[src/rtl/d_cache_axi_bridge.sv]
// Bridges the d_cache simple request/response port onto a single-beat AXI master.
// Only one transaction is in flight at a time; AXI id/len/burst/wlast are tied off outside.
module d_cache_axi_bridge (
    input  logic        clk,
    input  logic        rst,
    input  logic        cache_data_req,
    input  logic        cache_data_wr,
    input  logic [1:0]  cache_data_size,
    input  logic [31:0] cache_data_addr,
    input  logic [31:0] cache_data_wdata,
    output logic [31:0] cache_data_rdata,
    output logic        cache_data_addr_ok,
    output logic        cache_data_data_ok,
    output logic [31:0] araddr,
    output logic [2:0]  arsize,
    output logic        arvalid,
    input  logic        arready,
    input  logic [31:0] rdata,
    input  logic        rvalid,
    output logic        rready,
    output logic [31:0] awaddr,
    output logic [2:0]  awsize,
    output logic        awvalid,
    input  logic        awready,
    output logic [31:0] wdata,
    output logic [3:0]  wstrb,
    output logic        wvalid,
    input  logic        wready,
    input  logic        bvalid,
    output logic        bready
);

    typedef enum logic [2:0] {IDLE, RD_A, RD_D, WR_A, WR_B} state_e;

    state_e      state_q, state_d;
    logic [31:0] addr_q, addr_d;
    logic [1:0]  size_q, size_d;
    logic [31:0] wdata_q, wdata_d;
    logic        awDone_q, awDone_d;
    logic        wDone_q, wDone_d;

    always_ff @(posedge clk) begin
        if (rst) begin
            state_q  <= IDLE;
            addr_q   <= 32'd0;
            size_q   <= 2'd0;
            wdata_q  <= 32'd0;
            awDone_q <= 1'b0;
            wDone_q  <= 1'b0;
        end else begin
            state_q  <= state_d;
            addr_q   <= addr_d;
            size_q   <= size_d;
            wdata_q  <= wdata_d;
            awDone_q <= awDone_d;
            wDone_q  <= wDone_d;
        end
    end

    // Every handshake output is gated by rst so nothing is visible while the slave is being reset.
    always_comb begin
        state_d            = state_q;
        addr_d             = addr_q;
        size_d             = size_q;
        wdata_d            = wdata_q;
        awDone_d           = awDone_q;
        wDone_d            = wDone_q;
        cache_data_addr_ok = 1'b0;
        cache_data_data_ok = 1'b0;
        arvalid            = 1'b0;
        rready             = 1'b0;
        awvalid            = 1'b0;
        wvalid             = 1'b0;
        bready             = 1'b0;

        if (!rst) begin
            case (state_q)
                IDLE: begin
                    if (cache_data_req) begin
                        cache_data_addr_ok = 1'b1;
                        addr_d             = cache_data_addr;
                        size_d             = cache_data_size;
                        wdata_d            = cache_data_wdata;
                        state_d            = cache_data_wr ? WR_A : RD_A;
                    end
                end
                RD_A: begin
                    arvalid = 1'b1;
                    if (arready) begin
                        state_d = RD_D;
                    end
                end
                RD_D: begin
                    rready = 1'b1;
                    if (rvalid) begin
                        cache_data_data_ok = 1'b1;
                        state_d            = IDLE;
                    end
                end
                WR_A: begin
                    // AW and W complete independently; the flags remember whichever finished first.
                    awvalid  = !awDone_q;
                    wvalid   = !wDone_q;
                    awDone_d = awDone_q | (awvalid & awready);
                    wDone_d  = wDone_q | (wvalid & wready);
                    if (awDone_d && wDone_d) begin
                        state_d  = WR_B;
                        awDone_d = 1'b0;
                        wDone_d  = 1'b0;
                    end
                end
                WR_B: begin
                    bready = 1'b1;
                    if (bvalid) begin
                        cache_data_data_ok = 1'b1;
                        state_d            = IDLE;
                    end
                end
                default: begin
                    state_d = IDLE;
                end
            endcase
        end
    end

    // Byte lanes are already placed by the core, so only the strobes depend on the address.
    always_comb begin
        case (size_q)
            2'd0:    wstrb = 4'b0001 << addr_q[1:0];
            2'd1:    wstrb = addr_q[1] ? 4'b1100 : 4'b0011;
            default: wstrb = 4'b1111;
        endcase
    end

    assign araddr           = addr_q;
    assign awaddr           = addr_q;
    assign arsize           = {1'b0, size_q};
    assign awsize           = {1'b0, size_q};
    assign wdata            = wdata_q;
    assign cache_data_rdata = rdata;

endmodule
[config.mk]
export PLATFORM = sky130hd
export DESIGN_NAME = d_cache_axi_bridge
export DESIGN_NICKNAME = d
export VERILOG_FILES = /design/src/rtl/d_cache_axi_bridge.sv
export SDC_FILE = /design/constraint.sdc
export NUM_CORES = 1
export LEC_CHECK = 0
export BUFFER_PORTS_ARGS = -buffer_cell sky130_fd_sc_hd__buf_2
export CAP_MARGIN = 20
export CORE_MARGIN = 2
export CORE_UTILIZATION = 28
export DETAILED_ROUTE_END_ITERATION = 7
export GPL_TIMING_DRIVEN = 0
export HOLD_SLACK_MARGIN = 0.05
export PLACE_DENSITY = 0.64
export SLEW_MARGIN = 15
export SYNTH_ARGS = -nofsm -noshare
export SYNTH_HDL_FRONTEND = slang
export SYNTH_SLANG_ARGS = --single-unit
[constraint.sdc]
create_clock -name clk -period 4.1 [get_ports clk]
set_input_delay 0.615 -clock clk [delete_from_list [all_inputs] [get_ports clk]]
set_output_delay 0.615 -clock clk [all_outputs]
set_load 0.01 [all_outputs]
==> results of run 1 <==
==> power groups by stage <==
stage / combinational [mW] / sequential, mW / clock, mW
5_1_grt: 0.791 / 0.861 / 0.852
4_1_cts: 0.721 / 0.848 / 0.822
2_1_floorplan: 0.411 / 0.894 / 0
3_3_place_gp: 0.710 / 0.855 / 0
6_report: 0.711 / 0.847 / 0.802
3_5_place_dp: 0.720 / 0.861 / 0
==> worst reg2reg max path, delay by kind of cell, from the launching register on <==
family	cells	cell delay (ns)
AO/OA/AOI/OAI	1	0.15
buffers and inverters	2	0.56
flip-flops	1	0.32
AND/OR/NAND/NOR	3	0.41
==> metrics by stage <==
step | setup WS (ns) | total power, mW | utilization (%) | instance area, µm²
after floorplan | 1.93 | 1.30 | - | 3200
after global placement | 1.78 | 1.56 | 39.6 | 4460
after detailed placement | 1.77 | 1.58 | 39.6 | 4460
after CTS | 1.76 | 2.39 | 42.4 | 4770
after global routing | 1.66 | 2.50 | 42.4 | 4770
final | 1.76 | 2.36 | 42.4 | 4770
==> final cells by class <==
class,instances,area [µm²],area share (%)
buffer,93,656,13.7
clock buffer,14,274,5.74
clock inverter,2,37.5,0.786
inverter,2,7.51,0.157
multi-input combinational,240,1110,23.3
sequential,71,1420,29.8
tap,143,179,3.75
timing repair buffer,217,1090,22.7
==> logic make-up (layout without fill, tap and decap cells) <==
logic type             after synthesis  count (layout)  synth area share [%]
muxes                                2               2                 0.627
DFF                                 71              71                  44.5
AOI/OAI and AO/OA                   81              81                  13.6
and+or+nand+nor                    155             155                  20.4
other                                1               2                 0.117
buffers and inverters               95             328                  20.8
==> per-layer routing <==
metal | up-vias | wire length [µm] | track usage, %
met5 | - | 0 | 0
li1 | 1688 | - | -
met4 | 0 | 80 | 4.33
met1 | 1437 | 3830 | 16.5
met3 | 9 | 840 | 5.25
met2 | 153 | 4180 | 24.1
==> flip-flops by register name, summed over array words and instances (netlist names) <==
register,count
wDone_q,1
wdata,32
state_q,3
araddr,32
awDone_q,1
size_q,2
==> how the worst max path moves through the flow <==
| stage | start | endpoint | slack (ns) | depth (start not counted) |
|---|---|---|---|---|
| 3_3_place_gp | rst | wvalid | 1.78 | 5 |
| 6_report | rst | awvalid | 1.76 | 5 |
| 5_1_grt | rst | wvalid | 1.66 | 5 |
| 3_5_place_dp | rst | awvalid | 1.77 | 5 |
| 2_1_floorplan | rst | cache_data_data_ok | 1.93 | 3 |
| 4_1_cts | rst | awvalid | 1.76 | 5 |
==> cell usage after synthesis <==
cell	instances	area, µm²
a211oi_1	1	7.51
a211oi_2	1	12.5
a21oi_1	69	345
a22o_1	1	8.76
a31o_1	1	8.76
and2_1	1	6.26
and3b_1	1	8.76
buf_2	8	40.0
buf_4	69	518
buf_6	5	56.3
clkbuf_1	11	41.3
conb_1	1	3.75
dfxtp_1	71	1420
inv_1	2	7.51
mux2i_1	2	20.0
nand2_1	133	499
nand2b_4	1	13.8
nand3b_1	1	7.51
nor2_1	7	26.3
nor2b_1	1	6.26
nor3_1	3	15.0
nor3_2	1	10.0
nor4_1	1	6.26
nor4b_1	2	17.5
nor4b_2	2	30.0
o21ai_0	3	15.0
o21ai_1	1	5.00
o21bai_1	4	30.0
or3_1	1	6.26
==> impl_metrics.toml, run 1 <==
[placement]
port_buffers = 217
dp.cells = 766
dp_hpwl_um = 6880
place_congestion = 0.761

[floorplan]
die-height_um = 111
rows = 39
pin_count = 252
die_w_um = 111
dieArea_um2 = 12300
core_area_um2 = 11300
initial_core_util_pct = 28.3

[clocking]
cts_buffer_depth = 2
clockRootBuffer = "clkbuf_16"
clk_latency_ns = 0.33
h-tree-depth = 3
cts_tree = "done"
clk_pin_slew_ns = 0.06
postCtsHoldBufs = 0
postCtsSetupBuffers = 0
cts.repair.resized = 0
numCtsBuffers = 9
cts.sinks = 71

[timing]
worstMarginPinSlew_ns = 0.549
finalSetupViolCount = 0
hold_viol_final = 0
fmax_mhz = 428
period_minus_slack_ns = 2.34
final.setup.tns_ns = 0
fin_crit_sh_pct = 57.0
timing.slew.headroom_pct = 63.4
rsz0062_at_grt = "false"
timing.hold.ws_ns = 0.449
fin_skew_ns = 0.00586
drv_slew = 0

[global_routing]
antenna_found_initial = 0
grt_max_degree = 12
grtUsageTotal_pct = 14.1
grt_pass1_vias = 3189
grt_pass1_wl_um = 14400
grt-ovfl-total = 0

[logic_synthesis]
ys_seq_area_share_pct = 44.5
synth_area_um2 = 3190
synth.avg_cell_area_um2 = 7.89
synth-seq-cells = 71
ys_types = 29
netlist_instances = 405
synth_warnings = 0

[run_status]
outcome = "completed"

[finish]
drive_above_1_share_pct = 49.8
nNetsFinal = 741
most-common-layout-cells = "buf_2 (225), nand2_1 (133), dfxtp_1 (71)"
n_fill_cell = 1163
antenna_cells = 0
final_common_cell = "buf_2"
area_delta_synth_final_pct = 49.5
final_cells = 782

[setup_path]
r2r_end = "wdata[2]"
critical_path_buf_inv_count = 4
reg2reg_slack_ns = 2.58
end_kind = "output port"
max_stage_delay_ns = 0.47
cp_slowest_cell = "clkbuf_1"
reg2reg_from = "state_q[0]"
path_max_fanout = 10
critPathTopFamily = "buffers and inverters"
reg2reg_depth = 6
crit_path_start_kind = "input port"
arrival_ns = 1.72
crit_chain = "buf_2, buf_2, clkbuf_1, nor3_1, buf_2"
cp_common_cell = "buf_2"
crit_type = "input port to output port"
cp.required_ns = 3.48

[power_and_ir_drop]
power_frac_comb_pct = 30.1
p_leak_nw = 2.50
ir_worst_vdd_mv = 0.199
seq_power_share_pct = 35.9
switching_power_mw = 0.726
power.density_nw_per_um2 = 494
clock_power_share_pct = 34.0
p_int_mw = 1.63
swShare_pct = 30.7

[min_path]
hold_class = "register to register"
hold_start = "wdata[30]"
hold_end = "wdata[30]"
hold_depth = 2

[routing]
wl_per_cell_um = 11.4
drt_first_pass_iters = 4
avgViaCountPerCell = 4.20
wl_um = 8930
vias = 3287
drt_iter0_markers = 196
post-route-drc-count = 0
ant_nets = 0

[job]
maxCapViolCount = 0
Note: power is estimated with default switching activity, not from simulation.
==> inputs of run 2 (changes only) <==
Settings changed: ABC_AREA set to 1.
Clock period 4.1 ns to 2.4 ns, I/O delays scaled along.
==> run 2 against run 1 <==
- the run now ends with design-rule violations left
- highest routed layer unchanged
- power grew to 2.5 times the previous value
- largest cell class unchanged
- wire length up 7.6%
- sequential power up 120%
- register-to-register slack got worse by 1.7 ns
- clock power rose by 100%
- first-iteration DRC count fell by 22%
==> impl_metrics.toml, run 2 <==
[run_status]
outcome = "finished with violations"
violations = "design-rule violations"

[clocking]
h-tree-depth = 3
numCtsBuffers = 9
clockRootBuffer = "clkbuf_16"
cts_tree = "done"
cts.sinks = 71
postCtsSetupBuffers = 0
clk_latency_ns = 0.32
postCtsHoldBufs = 0
cts_buffer_depth = 2
clk_pin_slew_ns = 0.05
cts.repair.resized = 0

[logic_synthesis]
synthAdderAreaFrac_pct = 0
synthArstFlopShare_pct = 0
synth-seq-cells = 71
synthMuxAreaShare_pct = 0
synth_top_area_share_pct = 42.5
synth_top_family_by_area = "buffers and inverters"
netlist_instances = 419
yosysMostFrequentCell = "inv_1"
synth_edf_count = 0
synth_compound_area_share_pct = 22.8
ys_seq_area_share_pct = 42.5
synthTopCellsByCount = "inv_1 (74), dfxtp_1 (71), buf_4 (68), a21oi_1 (63), o21ai_0 (62)"
synth_top_cell_by_area = "dfxtp_1"
synth_flop_cell = "dfxtp_1"
synth_xor_area_share_pct = 0
netlist_top_cells_area = "dfxtp_1 (43%), buf_4 (15%), a21oi_1 (9.4%)"
ys_types = 29
synth_warnings = 0
synth_area_um2 = 3340
synth.avg_cell_area_um2 = 7.98
synthSimpleGateAreaFrac_pct = 5.84

[floorplan]
core_area_um2 = 11500
initial_core_util_pct = 29.0
die_w_um = 113
dieArea_um2 = 12800
die-height_um = 113
rows = 39
pin_count = 252

[global_routing]
antenna_found_initial = 0
grt_pass1_vias = 3120
grt-ovfl-total = 0
grt_pass1_wl_um = 15000
grt_max_degree = 13
grtUsageTotal_pct = 14.6

[power_and_ir_drop]
p_leak_nw = 2.63
power.density_nw_per_um2 = 1190
ir_worst_vdd_mv = 0.463

[routing]
wl_per_cell_um = 12.1
drt_first_pass_iters = 6
vias = 3387
drt_iter0_markers = 153
post-route-drc-count = 20
wl_um = 9600
avgViaCountPerCell = 4.26
ant_nets = 0

[setup_path]
path_max_fanout = 10
reg2reg_slack_ns = 0.86
arrival_ns = 1.64
cp.required_ns = 2.04
r2r_end = "araddr[22]"
end_kind = "output port"
crit_path_start_kind = "register"
reg2reg_from = "state_q[0]"
crit_type = "register to output port"
reg2reg_depth = 5

[timing]
period_minus_slack_ns = 2.00
timing.hold.ws_ns = 0.298
fin_crit_sh_pct = 83.5
final.setup.tns_ns = 0
finalSetupViolCount = 0
rsz0062_at_grt = "false"
fin_skew_ns = 0.00346
fmax_mhz = 499
hold_viol_final = 0
drv_slew = 0

[min_path]
hold_depth = 3
hold_start = "cache_data_wdata[26]"
hold_class = "input port to register"
hold_end = "wdata[26]"

[finish]
fin_util_pct = 43.2
area_delta_synth_final_pct = 48.9
final_area_um2 = 4980
nNetsFinal = 754
drive_above_1_share_pct = 50.9
most-common-layout-cells = "buf_2 (220), inv_1 (74), dfxtp_1 (71)"
antenna_cells = 0
final_common_cell = "buf_2"

[job]
maxCapViolCount = 0

[placement]
port_buffers = 216
dp_hpwl_um = 7750
place_congestion = 0.823
placed_cell_area_um2 = 4610
## run 2: cell count changes in the layout (fill, tap and decap cells not counted), moves of 3 or more
cell | before | now
clkbuf_1 | 13 | 5
buf_6 | 5 | 8
o21ai_2 | 0 | 4
inv_1 | 2 | 74
clkbuf_2 | 0 | 5
nor2_1 | 7 | 10
o21ai_1 | 1 | 5
o21ai_0 | 3 | 62
nand2_1 | 133 | 12
a21oi_2 | 0 | 3
bufinv_16 | 1 | 4
a21oi_1 | 69 | 63
buf_2 | 225 | 220
## run 2: worst max-delay path, stage by stage (launching register included)
cell     delay [ns]
dfxtp_1        0.38
nor2_4         0.19
nand3_4        0.18
buf_6          0.21
buf_6          0.15
nor2_1         0.08
buf_2          0.13
## run 2: area by class of cell
type	instances	area, µm²
fill	1207	6540
sequential	71	1420
timing repair buffer	216	1080
multi-input combinational	183	966
buffer	90	674
inverter	76	285
clock buffer	11	243
tap	143	179
clock inverter	5	129
## run 2: logic make-up (layout without fill, tap and decap cells)
kind of cell / Yosys count / after routing
simple gates: 37 / 37
compound gates: 144 / 144
flops: 71 / 71
buf+inv: 166 / 398
other cells: 1 / 2
## run 2: layer usage
layer | global-route usage, % | wire length, µm
met3 | 4.66 | 882
met1 | 16.8 | 3850
met2 | 26.0 | 4750
met5 | 0 | 0
met4 | 3.98 | 126
## run 2: worst max path at each step
stage,startpoint,to,slack (ns)
2_1_floorplan,state_q[2],cache_data_data_ok,0.82
3_3_place_gp,state_q[0],cache_data_addr_ok,0.71
3_5_place_dp,state_q[0],cache_data_addr_ok,0.71
4_1_cts,state_q[0],cache_data_addr_ok,0.35
5_1_grt,state_q[0],cache_data_addr_ok,0.24
6_report,state_q[0],cache_data_addr_ok,0.40
## run 2: per-stage QoR
step                cells  power (mW)  setup WS, ns
CTS                   795        6.00         0.353
global placement      779        4.28         0.708
finish                795        5.91         0.395
detailed placement    779        4.34         0.707
global route          795        6.36         0.239
floorplan             420        3.37         0.819
## run 2: report_power, final
| group | internal [mW] | leakage [nW] | switching (mW) | total [mW] |
|---|---|---|---|---|
| clock network | 1.15 | 0.180 | 0.489 | 1.64 |
| registers | 1.57 | 0.586 | 0.265 | 1.84 |
| logic | 1.12 | 1.87 | 1.31 | 2.43 |
==> inputs of run 3 (changes only) <==
Settings changed: PLACE_DENSITY 0.64 to 0.66.
Clock period 2.4 ns to 1.8 ns, I/O delays scaled along.
==> run 3 against run 2 <==
- sequential share of layout area increased by 0.24 points
- power increased by 29%
- clock skew increased by 0.0028 ns
- core utilization decreased by 0.17 points
- critical path depth unchanged
- first-iteration DRC count decreased by 5.2%
- worst hold slack got worse by 0.096 ns
- die area unchanged
- critical path type unchanged
- the run still ends with design-rule violations left
- cell area decreased by 0.40%
==> impl_metrics.toml, run 3 (same netlist as run 2, synthesis figures left out) <==
[floorplan]
dieArea_um2 = 12800
die_w_um = 113
core_area_um2 = 11500
pin_count = 252
rows = 39
initial_core_util_pct = 29.0
die-height_um = 113

[setup_path]
r2r_end = "araddr[0]"
crit_type = "register to output port"
reg2reg_from = "state_q[1]"
crit_path_start_kind = "register"
cp.depth = 6
end_kind = "output port"
reg2reg_slack_ns = 0.30
cp_slowest_cell = "dfxtp_4"
crit_chain = "nor2_4, nand3_4, buf_12, buf_6, nor2_2, buf_2"
critical_path_buf_inv_count = 3
reg2reg_depth = 7
arrival_ns = 1.44
cp.required_ns = 1.53
path_max_fanout = 10
max_stage_delay_ns = 0.36
critPathTopFamily = "buffers and inverters"

[global_routing]
grtUsageTotal_pct = 14.8
grt-ovfl-total = 0
grt_use_met2_pct = 24.1
grt_most_used_layer = "met2"
grt_use_met3_pct = 4.87
grt_max_degree = 12
antenna_found_initial = 0
grt_pass1_vias = 2831
grt_pass1_wl_um = 14700
use_met1_pct = 18.4

[placement]
place_congestion = 0.749
dp_hpwl_um = 7490
port_buffers = 216
dp.cells = 779

[timing]
final.setup.tns_ns = 0
fmax_mhz = 583
hold_viol_final = 0
finalSetupViolCount = 0
fin_crit_sh_pct = 95.2
period_minus_slack_ns = 1.71
drv_slew = 0
rsz0062_at_grt = "false"
fin_skew_ns = 0.00624

[finish]
register_area_um2 = 1430
fin_util_pct = 43.1
final_cells = 798
most-common-layout-cells = "buf_2 (220), inv_1 (74), buf_4 (72)"
area_delta_synth_final_pct = 48.3
antenna_cells = 0
n_fill_cell = 1237
drive_above_1_share_pct = 52.1
nNetsFinal = 758
final_common_cell = "buf_2"
multi_input_area_um2 = 975

[routing]
drt_first_pass_iters = 7
wl_per_cell_um = 12.4
drt_iter0_markers = 145
post-route-drc-count = 20
avgViaCountPerCell = 4.15
wl_um = 9870
ant_nets = 0
vias = 3310

[clocking]
clockRootBuffer = "clkbuf_16"
clk_pin_slew_ns = 0.06
numCtsBuffers = 9
cts.sinks = 71
postCtsHoldBufs = 0
clk_latency_ns = 0.33
cts_tree = "done"
h-tree-depth = 3
cts_buffer_depth = 2

[power_and_ir_drop]
clock_power_share_pct = 23.5
seq_power_share_pct = 32.4
swShare_pct = 36.9
switching_power_mw = 2.81
ir_worst_vdd_mv = 0.806
p_int_mw = 4.80
power_frac_comb_pct = 44.0
p_leak_nw = 2.63
power.density_nw_per_um2 = 1530

[min_path]
hold_class = "input port to register"
hold_end = "wdata[25]"
hold_depth = 3
hold_start = "cache_data_wdata[25]"

[run_status]
outcome = "finished with violations"
violations = "design-rule violations"

[job]
maxCapViolCount = 0
-- run 3: cell types whose count changed in the layout (fill, tap and decap cells not counted), sizes merged --
cell    before  now
buf        296  300
bufinv       4    1
clkinv       1    3
-- run 3: cell type report --
cell class	count	share of cell area, %
flip-flops and latches	71	28.8
repair buffers	220	22.4
multi-input cells	183	19.7
plain buffers	90	13.8
inverters	76	5.75
clock buffers	11	5.10
well taps	143	3.61
clock inverters	4	0.908
-- run 3: layer usage --
metal | wire length (µm) | part of all wire, %
met1 | 4340 | 44
met2 | 4570 | 46
met4 | 91 | 0.92
met3 | 877 | 8.9
met5 | 0 | 0
-- run 3: worst max path at each step --
stage / startpoint / endpoint / slack (ns)
after floorplan: state_q[2] / cache_data_data_ok / 0.31
after global placement: state_q[0] / cache_data_addr_ok / 0.20
after detailed placement: state_q[0] / cache_data_addr_ok / 0.18
after CTS: state_q[0] / cache_data_addr_ok / 0.02
after global routing: state_q[1] / cache_data_addr_ok / 0.001
final: state_q[1] / cache_data_addr_ok / 0.09
-- run 3: timing repair --
action,in CTS,in global routing
pin swaps,2,2
setup buffers,3,1
gates resized for setup,4,4
endpoints found under the setup margin,2,3
-- run 3: metrics by stage --
step | instance area [µm²] | worst slack [ns] | hold slack (ns) | total power [mW]
floorplan | 3350 | 0.309 | 0.427 | 4.49
global placement | 4610 | 0.199 | 0.428 | 5.75
detailed placement | 4610 | 0.181 | 0.433 | 5.78
CTS | 4940 | 0.0217 | 0.186 | 7.70
global route | 4960 | 0.00135 | 0.193 | 8.16
finish | 4960 | 0.0857 | 0.202 | 7.61
-- run 3: power by group through the flow --
stage / registers, mW / clock network, mW / logic [mW]
floorplan: 2.67 / 0 / 1.82
global placement: 2.47 / 0 / 3.28
detailed placement: 2.48 / 0 / 3.30
CTS: 2.46 / 1.84 / 3.39
global route: 2.55 / 1.92 / 3.69
finish: 2.47 / 1.79 / 3.35
-- run 3: worst min-delay path: stages --
cell and delay (ns):
buf_2 0.08, o21ai_2 0.05, a21oi_2 0.08
